$ cat src/rtl/lsu_bus_ctrl_pkg.sv
// Shared constants for the load/store bus controller: FSM encodings, fault codes,
// RISC-V load/store funct3 values and the latched-op payload.
package lsu_bus_ctrl_pkg;

  localparam logic [1:0] LSU_ST_IDLE = 2'd0;
  localparam logic [1:0] LSU_ST_REQ  = 2'd1;
  localparam logic [1:0] LSU_ST_WAIT = 2'd2;
  localparam logic [1:0] LSU_ST_RESP = 2'd3;

  localparam logic [1:0] LSU_ERR_OK       = 2'b00;
  localparam logic [1:0] LSU_ERR_MISALIGN = 2'b01;
  localparam logic [1:0] LSU_ERR_BUS      = 2'b10;
  localparam logic [1:0] LSU_ERR_TIMEOUT  = 2'b11;

  localparam logic [2:0] INST_LB  = 3'b000;
  localparam logic [2:0] INST_LH  = 3'b001;
  localparam logic [2:0] INST_LW  = 3'b010;
  localparam logic [2:0] INST_LD  = 3'b011;
  localparam logic [2:0] INST_LBU = 3'b100;
  localparam logic [2:0] INST_LHU = 3'b101;
  localparam logic [2:0] INST_LWU = 3'b110;
  localparam logic [2:0] INST_SB  = 3'b000;
  localparam logic [2:0] INST_SH  = 3'b001;
  localparam logic [2:0] INST_SW  = 3'b010;
  localparam logic [2:0] INST_SD  = 3'b011;

  typedef struct packed {
    logic       store;
    logic [2:0] funct3;
  } lsu_op_t;

endpackage

$ cat src/rtl/lsu_bus_ctrl_lane_align.sv
// Lane steering between the core and a full-width data bus: alignment check,
// byte strobes and store replication on the request side, load extract/extend on the response side.
module lsu_lane_align
  import lsu_bus_ctrl_pkg::*;
#(
  parameter int unsigned XLEN        = 32,
  parameter bit          MISALIGN_EN = 1'b1
) (
  input  logic [XLEN-1:0]           addr_i,
  input  logic                      store_i,
  input  logic [2:0]                funct3_i,
  input  logic [XLEN-1:0]           wdata_i,
  output logic                      misalign_o,
  output logic [XLEN-1:0]           addr_o,
  output logic [XLEN/8-1:0]         be_o,
  output logic [XLEN-1:0]           wdata_o,
  input  logic [$clog2(XLEN/8)-1:0] rsp_off_i,
  input  logic [2:0]                rsp_funct3_i,
  input  logic [XLEN-1:0]           rdata_i,
  output logic [XLEN-1:0]           rdata_o
);

  localparam int unsigned NB = XLEN / 8;
  localparam int unsigned OW = $clog2(NB);

  logic [1:0]      size;
  logic [OW-1:0]   amask;
  logic [OW-1:0]   off;
  logic            unsupported;
  int              nbytes;
  logic [XLEN-1:0] rshift;

  // Keep the low `bits` of v, filling the rest with its top kept bit when sgn is set.
  function automatic logic [XLEN-1:0] extend(input logic [XLEN-1:0] v, input int bits,
                                             input logic sgn);
    logic [XLEN-1:0] m;
    m = (bits >= int'(XLEN)) ? '1 : ((XLEN'(1) << bits) - XLEN'(1));
    return (v & m) | ((sgn && v[bits-1]) ? ~m : '0);
  endfunction

  always_comb begin : req_side
    size        = funct3_i[1:0];
    nbytes      = 1 << size;
    amask       = OW'(nbytes - 1);
    // Doubleword and LWU do not exist on a 32-bit core; odd store encodings are illegal.
    unsupported = (store_i && funct3_i[2])
                || ((XLEN == 32) && (size == 2'd3))
                || ((XLEN == 32) && !store_i && (funct3_i == INST_LWU));
    misalign_o  = unsupported || (MISALIGN_EN && ((addr_i[OW-1:0] & amask) != '0));
    off         = MISALIGN_EN ? addr_i[OW-1:0] : (addr_i[OW-1:0] & ~amask);
    addr_o      = {addr_i[XLEN-1:OW], off};
    for (int i = 0; i < int'(NB); i++) begin
      be_o[i]           = (i >= int'(off)) && (i < int'(off) + nbytes);
      wdata_o[8*i +: 8] = wdata_i[8*(i & (nbytes - 1)) +: 8];
    end
  end

  always_comb begin : rsp_side
    rshift = rdata_i >> {rsp_off_i, 3'b000};
    case (rsp_funct3_i)
      INST_LB:  rdata_o = extend(rshift, 8, 1'b1);
      INST_LH:  rdata_o = extend(rshift, 16, 1'b1);
      INST_LW:  rdata_o = extend(rshift, 32, 1'b1);
      INST_LBU: rdata_o = extend(rshift, 8, 1'b0);
      INST_LHU: rdata_o = extend(rshift, 16, 1'b0);
      INST_LWU: rdata_o = extend(rshift, 32, 1'b0);
      default:  rdata_o = rshift;
    endcase
  end

endmodule

$ cat src/rtl/lsu_bus_ctrl.sv
// Load/store unit bus master: one op per handshake, req/gnt/rvalid bus with strobes,
// pipeline hold while outstanding, misalign/bus-error/timeout fault reporting.
module lsu_bus_ctrl
  import lsu_bus_ctrl_pkg::*;
#(
  parameter int unsigned XLEN        = 32,
  parameter int unsigned TIMEOUT_CYC = 255,
  parameter bit          MISALIGN_EN = 1'b1
) (
  input  logic              clk,
  input  logic              rst,
  input  logic              req_valid_i,
  output logic              req_ready_o,
  input  logic              req_store_i,
  input  logic [2:0]        req_funct3_i,
  input  logic [XLEN-1:0]   req_addr_i,
  input  logic [XLEN-1:0]   req_wdata_i,
  input  logic              flush_i,
  output logic              rsp_valid_o,
  output logic [XLEN-1:0]   rsp_rdata_o,
  output logic [1:0]        rsp_err_o,
  output logic              hold_o,
  output logic              mem_req_o,
  input  logic              mem_gnt_i,
  output logic              mem_we_o,
  output logic [XLEN/8-1:0] mem_be_o,
  output logic [XLEN-1:0]   mem_addr_o,
  output logic [XLEN-1:0]   mem_wdata_o,
  input  logic              mem_rvalid_i,
  input  logic [XLEN-1:0]   mem_rdata_i,
  input  logic              mem_err_i
);

  localparam int unsigned NB = XLEN / 8;
  localparam int unsigned OW = $clog2(NB);
  localparam int unsigned CW = (TIMEOUT_CYC > 1) ? $clog2(TIMEOUT_CYC) : 1;

  logic [1:0]      state_q, state_d;
  lsu_op_t         op_q, op_d;
  logic [OW-1:0]   off_q, off_d;
  logic            drop_q, drop_d;
  logic [CW-1:0]   cnt_q, cnt_d, cnt_inc;
  logic [XLEN-1:0] rdata_q, rdata_d;
  logic [1:0]      err_q, err_d;
  logic            we_q, we_d;
  logic [NB-1:0]   be_q, be_d;
  logic [XLEN-1:0] maddr_q, maddr_d;
  logic [XLEN-1:0] mwdata_q, mwdata_d;
  logic            ready_q, hold_q, mreq_q, rspv_q;
  logic            to_hit;

  logic            al_misalign;
  logic [XLEN-1:0] al_addr;
  logic [NB-1:0]   al_be;
  logic [XLEN-1:0] al_wdata;
  logic [XLEN-1:0] al_rdata;

  lsu_lane_align #(
    .XLEN        (XLEN),
    .MISALIGN_EN (MISALIGN_EN)
  ) u_align (
    .addr_i       (req_addr_i),
    .store_i      (req_store_i),
    .funct3_i     (req_funct3_i),
    .wdata_i      (req_wdata_i),
    .misalign_o   (al_misalign),
    .addr_o       (al_addr),
    .be_o         (al_be),
    .wdata_o      (al_wdata),
    .rsp_off_i    (off_q),
    .rsp_funct3_i (op_q.funct3),
    .rdata_i      (mem_rdata_i),
    .rdata_o      (al_rdata)
  );

  // cnt_q counts completed REQ/WAIT cycles; it stops at the last allowed cycle.
  assign to_hit  = (TIMEOUT_CYC != 0) && (32'(cnt_q) == TIMEOUT_CYC - 1);
  assign cnt_inc = ((TIMEOUT_CYC == 0) || to_hit) ? cnt_q : cnt_q + CW'(1);

  always_comb begin : next_state
    state_d  = state_q;
    op_d     = op_q;
    off_d    = off_q;
    drop_d   = drop_q;
    cnt_d    = cnt_q;
    rdata_d  = rdata_q;
    err_d    = err_q;
    we_d     = we_q;
    be_d     = be_q;
    maddr_d  = maddr_q;
    mwdata_d = mwdata_q;
    case (state_q)
      LSU_ST_IDLE: begin
        if (req_valid_i) begin
          op_d.store  = req_store_i;
          op_d.funct3 = req_funct3_i;
          off_d       = al_addr[OW-1:0];
          drop_d      = 1'b0;
          cnt_d       = '0;
          rdata_d     = '0;
          if (al_misalign) begin
            err_d   = LSU_ERR_MISALIGN;
            state_d = LSU_ST_RESP;
          end else begin
            err_d    = LSU_ERR_OK;
            we_d     = req_store_i;
            be_d     = al_be;
            maddr_d  = {al_addr[XLEN-1:OW], {OW{1'b0}}};
            mwdata_d = al_wdata;
            state_d  = LSU_ST_REQ;
          end
        end
      end
      LSU_ST_REQ: begin
        cnt_d = cnt_inc;
        if (flush_i && !mem_gnt_i) begin
          state_d = LSU_ST_IDLE;
        end else if (to_hit) begin
          err_d   = LSU_ERR_TIMEOUT;
          state_d = LSU_ST_RESP;
        end else if (mem_gnt_i) begin
          // A flush racing the grant cannot cancel the bus op; swallow its response instead.
          drop_d  = flush_i;
          state_d = LSU_ST_WAIT;
        end
      end
      LSU_ST_WAIT: begin
        cnt_d = cnt_inc;
        if (mem_rvalid_i) begin
          err_d   = mem_err_i ? LSU_ERR_BUS : LSU_ERR_OK;
          rdata_d = (mem_err_i || op_q.store) ? '0 : al_rdata;
          state_d = drop_q ? LSU_ST_IDLE : LSU_ST_RESP;
        end else if (to_hit) begin
          err_d   = LSU_ERR_TIMEOUT;
          state_d = drop_q ? LSU_ST_IDLE : LSU_ST_RESP;
        end
      end
      default: state_d = LSU_ST_IDLE;
    endcase
  end

  always_ff @(posedge clk) begin
    if (rst) begin
      state_q  <= LSU_ST_IDLE;
      op_q     <= '0;
      off_q    <= '0;
      drop_q   <= 1'b0;
      cnt_q    <= '0;
      rdata_q  <= '0;
      err_q    <= LSU_ERR_OK;
      we_q     <= 1'b0;
      be_q     <= '0;
      maddr_q  <= '0;
      mwdata_q <= '0;
      ready_q  <= 1'b1;
      hold_q   <= 1'b0;
      mreq_q   <= 1'b0;
      rspv_q   <= 1'b0;
    end else begin
      state_q  <= state_d;
      op_q     <= op_d;
      off_q    <= off_d;
      drop_q   <= drop_d;
      cnt_q    <= cnt_d;
      rdata_q  <= rdata_d;
      err_q    <= err_d;
      we_q     <= we_d;
      be_q     <= be_d;
      maddr_q  <= maddr_d;
      mwdata_q <= mwdata_d;
      ready_q  <= (state_d == LSU_ST_IDLE);
      hold_q   <= (state_d == LSU_ST_REQ) || (state_d == LSU_ST_WAIT);
      mreq_q   <= (state_d == LSU_ST_REQ);
      rspv_q   <= (state_d == LSU_ST_RESP);
    end
  end

  assign req_ready_o = ready_q;
  assign hold_o      = hold_q;
  assign mem_req_o   = mreq_q;
  assign rsp_valid_o = rspv_q;
  assign rsp_rdata_o = rdata_q;
  assign rsp_err_o   = err_q;
  assign mem_we_o    = we_q;
  assign mem_be_o    = be_q;
  assign mem_addr_o  = maddr_q;
  assign mem_wdata_o = mwdata_q;

endmodule

$ cat config.mk
export PLATFORM = sky130hd
export DESIGN_NAME = lsu_bus_ctrl
export DESIGN_NICKNAME = d
export VERILOG_FILES = /design/src/rtl/lsu_bus_ctrl_pkg.sv /design/src/rtl/lsu_bus_ctrl_lane_align.sv /design/src/rtl/lsu_bus_ctrl.sv
export SDC_FILE = /design/constraint.sdc
export NUM_CORES = 1
export LEC_CHECK = 0
export ABC_AREA = 1
export CAP_MARGIN = 10
export CORE_AREA = 2 2 141 102
export DETAILED_ROUTE_END_ITERATION = 10
export DIE_AREA = 0 0 143 104
export GPL_ROUTABILITY_DRIVEN = 0
export PLACE_DENSITY = 0.79
export SLEW_MARGIN = 20
export SYNTH_ARGS = -nofsm -noshare
export SYNTH_HDL_FRONTEND = slang
export SYNTH_SLANG_ARGS = --single-unit
export TNS_END_PERCENT = 100
$ cat constraint.sdc
create_clock -name clk -period 2.9 [get_ports clk]
set_input_delay 0.58 -clock clk [delete_from_list [all_inputs] [get_ports clk]]
set_output_delay 0.58 -clock clk [all_outputs]
set_load 0.02 [all_outputs]
==> results of run 1 <==
[state kept, by name, summed over array words and instances, names as in the netlist, 2 cells and up]
signal / cells
off_q: 2
mem_addr_o: 30
mem_be_o: 4
rsp_err_o: 2
rsp_rdata_o: 32
op_q: 4
mem_wdata_o: 32
cnt_q: 8
state_q: 2
[layout by cell type (no fill, tap or decap), types with 3 or more instances in the layout]
cell	count
nand2_1	210
clkdlybuf4s50_1	210
nor2_1	157
dfxtp_1	122
o21ai_0	86
a21oi_1	76
inv_1	43
nand3_1	33
clkbuf_16	17
a21oi_2	12
o21ai_1	12
ha_1	12
buf_4	12
mux2i_1	8
and2_1	7
inv_2	4
xor2_1	4
bufinv_16	3
clkinv_2	3
clkinvlp_4	3
clkinv_4	3
[how the worst max path moves through the flow]
stage                     slack (ps)             from       end  cells past startpoint
final                            590  req_funct3_i[0]  mem_we_o                     10
after global routing             400  req_funct3_i[0]  mem_we_o                     10
after CTS                        560  req_funct3_i[0]  mem_we_o                     10
after detailed placement         140  req_funct3_i[0]  mem_we_o                     10
after global placement           200  req_funct3_i[0]  mem_we_o                     10
after floorplan                  710  req_funct3_i[1]    hold_o                     13
[cell families after synthesis]
group | after synthesis | synth area share (%)
muxes | 8 | 1.34
and+or+nand+nor | 423 | 28.9
other | 1 | 0.0627
xor gates and xnor gates | 4 | 0.586
buffers and inverters | 101 | 8.20
AOI/OAI and AO/OA | 193 | 17.3
DFF | 122 | 40.8
adders and majority gates | 13 | 2.85
[cell type report]
cell class / instances / share of cell area, %
Multi-Input combinational cell: 643 / 34.9
Inverter: 47 / 2.02
Clock buffer: 18 / 5.03
Clock inverter: 14 / 1.96
Timing Repair Buffer: 224 / 25.4
Sequential cell: 122 / 28.0
Tap cell: 190 / 2.72
[per-stage QoR]
step                hold WS (ps)  utilization [%]
floorplan                    456                -
global placement             451             59.9
detailed placement           457             59.9
CTS                          466             64.4
global route                 481             64.4
finish                       463             64.4
[tightest hold or removal path, cell delays in order (launching register included)]
cell     delay (ps)
dfxtp_1         310
nand2_1          60
a21oi_1          50
[layer usage]
| metal | up-vias | share of wire (%) | GRT usage [%] |
|---|---|---|---|
| li1 | 3156 | - | - |
| met1 | 2787 | 46 | 34.1 |
| met2 | 244 | 44 | 35.1 |
| met3 | 18 | 8.7 | 6.31 |
| met4 | 0 | 1.2 | 6.29 |
| met5 | - | 0 | 0 |
[report_power, final]
part | switching [mW] | leakage (nW) | internal, mW | total [mW]
Clock | 0.789 | 0.293 | 1.38 | 2.17
Sequential | 0.125 | 0.991 | 1.88 | 2.00
Combinational | 1.43 | 2.37 | 0.861 | 2.29
Total | 2.35 | 3.65 | 4.12 | 6.46
==> flow_summary.yaml, run 1 <==
run_status:
  status: "complete, no violations"
die:
  pin_count: 214
  initial_core_util_pct: 44.1
  dieArea_um2: 14900
  rows: 36
  die_height_um: 104
  core-area_um2: 13600
  fp.dieW_um: 143
cells_and_area:
  fin_nets: 1175
  filler_cell_count: 1245
  final_cells: 1258
  n_antenna_cell: 0
  finalInstanceArea_um2: 8740
  multi_input_area_um2: 3050
  drive_gt1_share_pct: 6.93
  syn_to_final_growth_pct: 46.1
  regArea_um2: 2440
cts:
  h-tree-depth: 4
  worstSkewPairLatency_ps: 410
  post_cts_resized: 0
  cts.sinks: 122
  cts_hold_buf: 0
  postCtsSetupBuffers: 0
  clock_path_buffers: 2
  cts-root-buf: "clkbuf_16"
  cts_buffers: 17
  cts_tree: "yes"
  clk_pin_slew_ps: 50
place:
  placed_cell_area_um2: 8130
  place_worst_setup_slack_ps: 145
  dpl.hpwl_um: 12300
  port_buffers: 211
  placed_cells: 1226
timing:
  fin_setup_tns_ps: 0
  maxSlewViolCount: 0
  final_hold_viol_count: 0
  finalSetupViolCount: 0
  tightest_slew_ps: 830
  period_needed_ps: 2310
  relSlewSlack_pct: 44.6
  post-route-period-util_pct: 79.5
  max_freq_mhz: 434
  finClkSkew_ps: 13.4
  setup_ws_ps: 595
  rsz0062_at_grt: "no"
setup_path:
  ff2ff_setup_slack_ps: 720
  reg2reg_to: "mem_we_o"
  worst_ep_arrival_time_ps: 2600
  cpMostUsedCell: "nor2_4"
  cp_num_buf_inv: 3
  cp-end-kind: "flop"
  r2r_start: "state_q[0]"
  cpMaxStageDelayCell: "clkdlybuf4s50_1"
  crit_chain: "clkdlybuf4s50_1 -> nor2_4 -> inv_1 -> ha_1 -> a21oi_2 -> nand3_2 -> nor2_4 -> inv_2 -> o21ai_0 -> nor2_1"
  crit_family: "buffers and inverters"
  r2r_cells: 7
  cp_max_fo: 49
  crit_type: "in -> reg"
  required_ps: 3190
  startpoint_type: "input pin"
  cp_slowest_stage_delay_ps: 490
hold_path:
  hold_path_startpoint: "mem_be_o[1]"
  min_path_cells: 2
  hp-class: "reg -> reg"
  holdPathEnd: "mem_be_o[1]"
detailed_routing:
  dr.pass1.iters: 5
  wl_um: 17600
  dr_total_vias: 6205
  drt_iter0_markers: 532
  postRouteAntennaNets: 0
  drc: 0
  vias_per_cell: 4.93
  wl_per_cell_um: 14.0
power:
  p_total_mw: 6.46
  power.static_leakage_nw: 3.65
  power.density_nw_per_um2: 740
  ir_worst_vdd_uv: 497
grt:
  grt_util_all_layers_pct: 23.7
  grt_pass1_vias: 5597
  antenna_found_initial: 0
  grt_pass1_wl_um: 28600
  grt_max_degree: 84
  grt_overflow: 0
yosys:
  synth.ff_latch_count: 122
  synth_area_leaders: "dfxtp_1 (41%), nand2_1 (13%), nor2_1 (9.9%), o21ai_0 (7.2%), a21oi_1 (6.4%)"
  ys.flop_type: "dfxtp_1"
  yosysWarnings: 0
  synth.most_common_cell: "nand2_1"
  yosysSeqAreaShare_pct: 40.8
  async_flop_share_pct: 0
  avgSynthCellArea_um2: 6.91
  netlist_instances: 865
  synthTopCellsByCount: "nand2_1 (210), nor2_1 (157), dfxtp_1 (122), o21ai_0 (86), a21oi_1 (76)"
  synth_top_cell_area_share_pct: 40.8
  netlist_area_um2: 5980
  synth_cell_types: 36
  synth.largest_area_cell: "dfxtp_1"
  synth_edf_count: 0
flow_run:
  maxCapViolations: 0
Power figures use the tool's default switching activity.
==> run 2: changes to the inputs <==
==> constraint.sdc (replaced) <==
create_clock -name clk -period 2.4 [get_ports clk]
set_input_delay 0.48 -clock clk [delete_from_list [all_inputs] [get_ports clk]]
set_output_delay 0.48 -clock clk [all_outputs]
set_load 0.02 [all_outputs]
==> flow_summary.yaml, run 2 (synthesis results as in run 1) <==
run_status:
  status: "complete, no violations"
timing:
  finClkSkew_ps: 11.9
  tightest_slew_ps: 618
  finalSetupViolCount: 0
  final_hold_viol_count: 0
  period_needed_ps: 2110
  relSlewSlack_pct: 58.6
  whs_ps: 461
  maxSlewViolCount: 0
  rsz0062_at_grt: "no"
  max_freq_mhz: 474
  setup_ws_ps: 290
  post-route-period-util_pct: 87.9
setup_path:
  r2r_start: "state_q[0]"
  cp-end-kind: "flop"
  cp_slowest_stage_delay_ps: 470
  worst_ep_arrival_time_ps: 2410
  cpMostUsedCell: "nor2_4"
  crit_type: "in -> reg"
  cp-startpoint: "req_funct3_i[0]"
  crit_chain: "clkdlybuf4s50_1 -> nor2_4 -> inv_1 -> ha_1 -> a21oi_2 -> nand3_2 -> buf_4 -> nor2_4 -> buf_12 -> nand3_1 -> o211a_1"
  cpMaxStageDelayCell: "clkdlybuf4s50_1"
  required_ps: 2700
  cp_max_fo: 59
  startpoint_type: "input pin"
place:
  placed_cell_area_um2: 8290
  port_buffers: 211
  dpl.hpwl_um: 12600
  place_worst_setup_slack_ps: -134
  placed_cells: 1240
detailed_routing:
  wl_um: 17800
  drt_iter0_markers: 405
  wl_per_cell_um: 14.0
  dr.pass1.iters: 5
  dr_total_vias: 6230
  postRouteAntennaNets: 0
  drc: 0
  vias_per_cell: 4.90
cts:
  cts_hold_buf: 0
  clk_pin_slew_ps: 60
  postCtsSetupBuffers: 0
  post_cts_resized: 0
  cts.sinks: 122
  h-tree-depth: 4
  cts-root-buf: "clkbuf_16"
  cts_buffers: 17
  clock_path_buffers: 2
  cts_tree: "yes"
  worstSkewPairLatency_ps: 410
grt:
  grt_pass1_wl_um: 29000
  antenna_found_initial: 0
  grt_pass1_vias: 5725
  grt_max_degree: 60
  grt_util_all_layers_pct: 24.2
  grt_overflow: 0
hold_path:
  hp-class: "reg -> reg"
  hold_path_startpoint: "mem_be_o[1]"
cells_and_area:
  finalInstanceArea_um2: 8950
  n_antenna_cell: 0
  final_cells: 1272
  fin_nets: 1189
  final_cell_mix: "nand2_1 (210), clkdlybuf4s50_1 (210), nor2_1 (157)"
  drive_gt1_share_pct: 8.04
  syn_to_final_growth_pct: 49.7
die:
  die_height_um: 104
  rows: 36
  core-area_um2: 13600
  fp.dieW_um: 143
  dieArea_um2: 14900
  initial_core_util_pct: 44.1
  pin_count: 214
power:
  power.static_leakage_nw: 3.77
  power.density_nw_per_um2: 911
  ir_worst_vdd_uv: 613
  p_total_mw: 8.16
flow_run:
  maxCapViolations: 0
-- run 2: layout make-up --
type	instances	area (µm²)
clock buffer	19	443
sequential	122	2440
timing repair buffer	238	2380
inverter	47	176
clock inverter	13	215
fill	1189	4610
tap	190	238
multi-input combinational	643	3050
-- run 2: critical path: cells and delay by family --
kind                     cells  cell delay [ps]
buffers and inverters        4              970
AND/OR/NAND/NOR              4              540
AO/OA/AOI/OAI                2              230
adder cells (fa/ha/maj)      1              180
-- run 2: stage by stage --
step,TNS [ps],utilization [%]
2_1_floorplan,0,-
3_3_place_gp,-225,61.2
3_5_place_dp,-2320,61.2
4_1_cts,0,66.0
5_1_grt,0,66.0
6_report,0,66.0
-- run 2: report_power, final --
part / internal (mW) / switching (mW)
sequential: 2.27 / 0.159
clock: 1.88 / 0.975
combinational: 1.12 / 1.76
-- run 2: path summary, 6_finish.rpt --
check / endpoint / slack (ps) / cells past startpoint
worst min-delay path: mem_be_o[1] / 460 / 2
worst max register to register: cnt_q[5] / 310 / 7
worst min register to register: mem_be_o[1] / 460 / 2
worst max-delay path: mem_wdata_o[17] / 290 / 11
-- run 2: per-layer routing --
layer / vias to the layer above / share of wire (%) / track usage [%]
met3: 10 / 8.6 / 8.10
met2: 211 / 44 / 35.9
li1: 3192 / - / -
met1: 2817 / 47 / 34.5
met5: - / 0 / 0
met4: 0 / 0.61 / 4.38
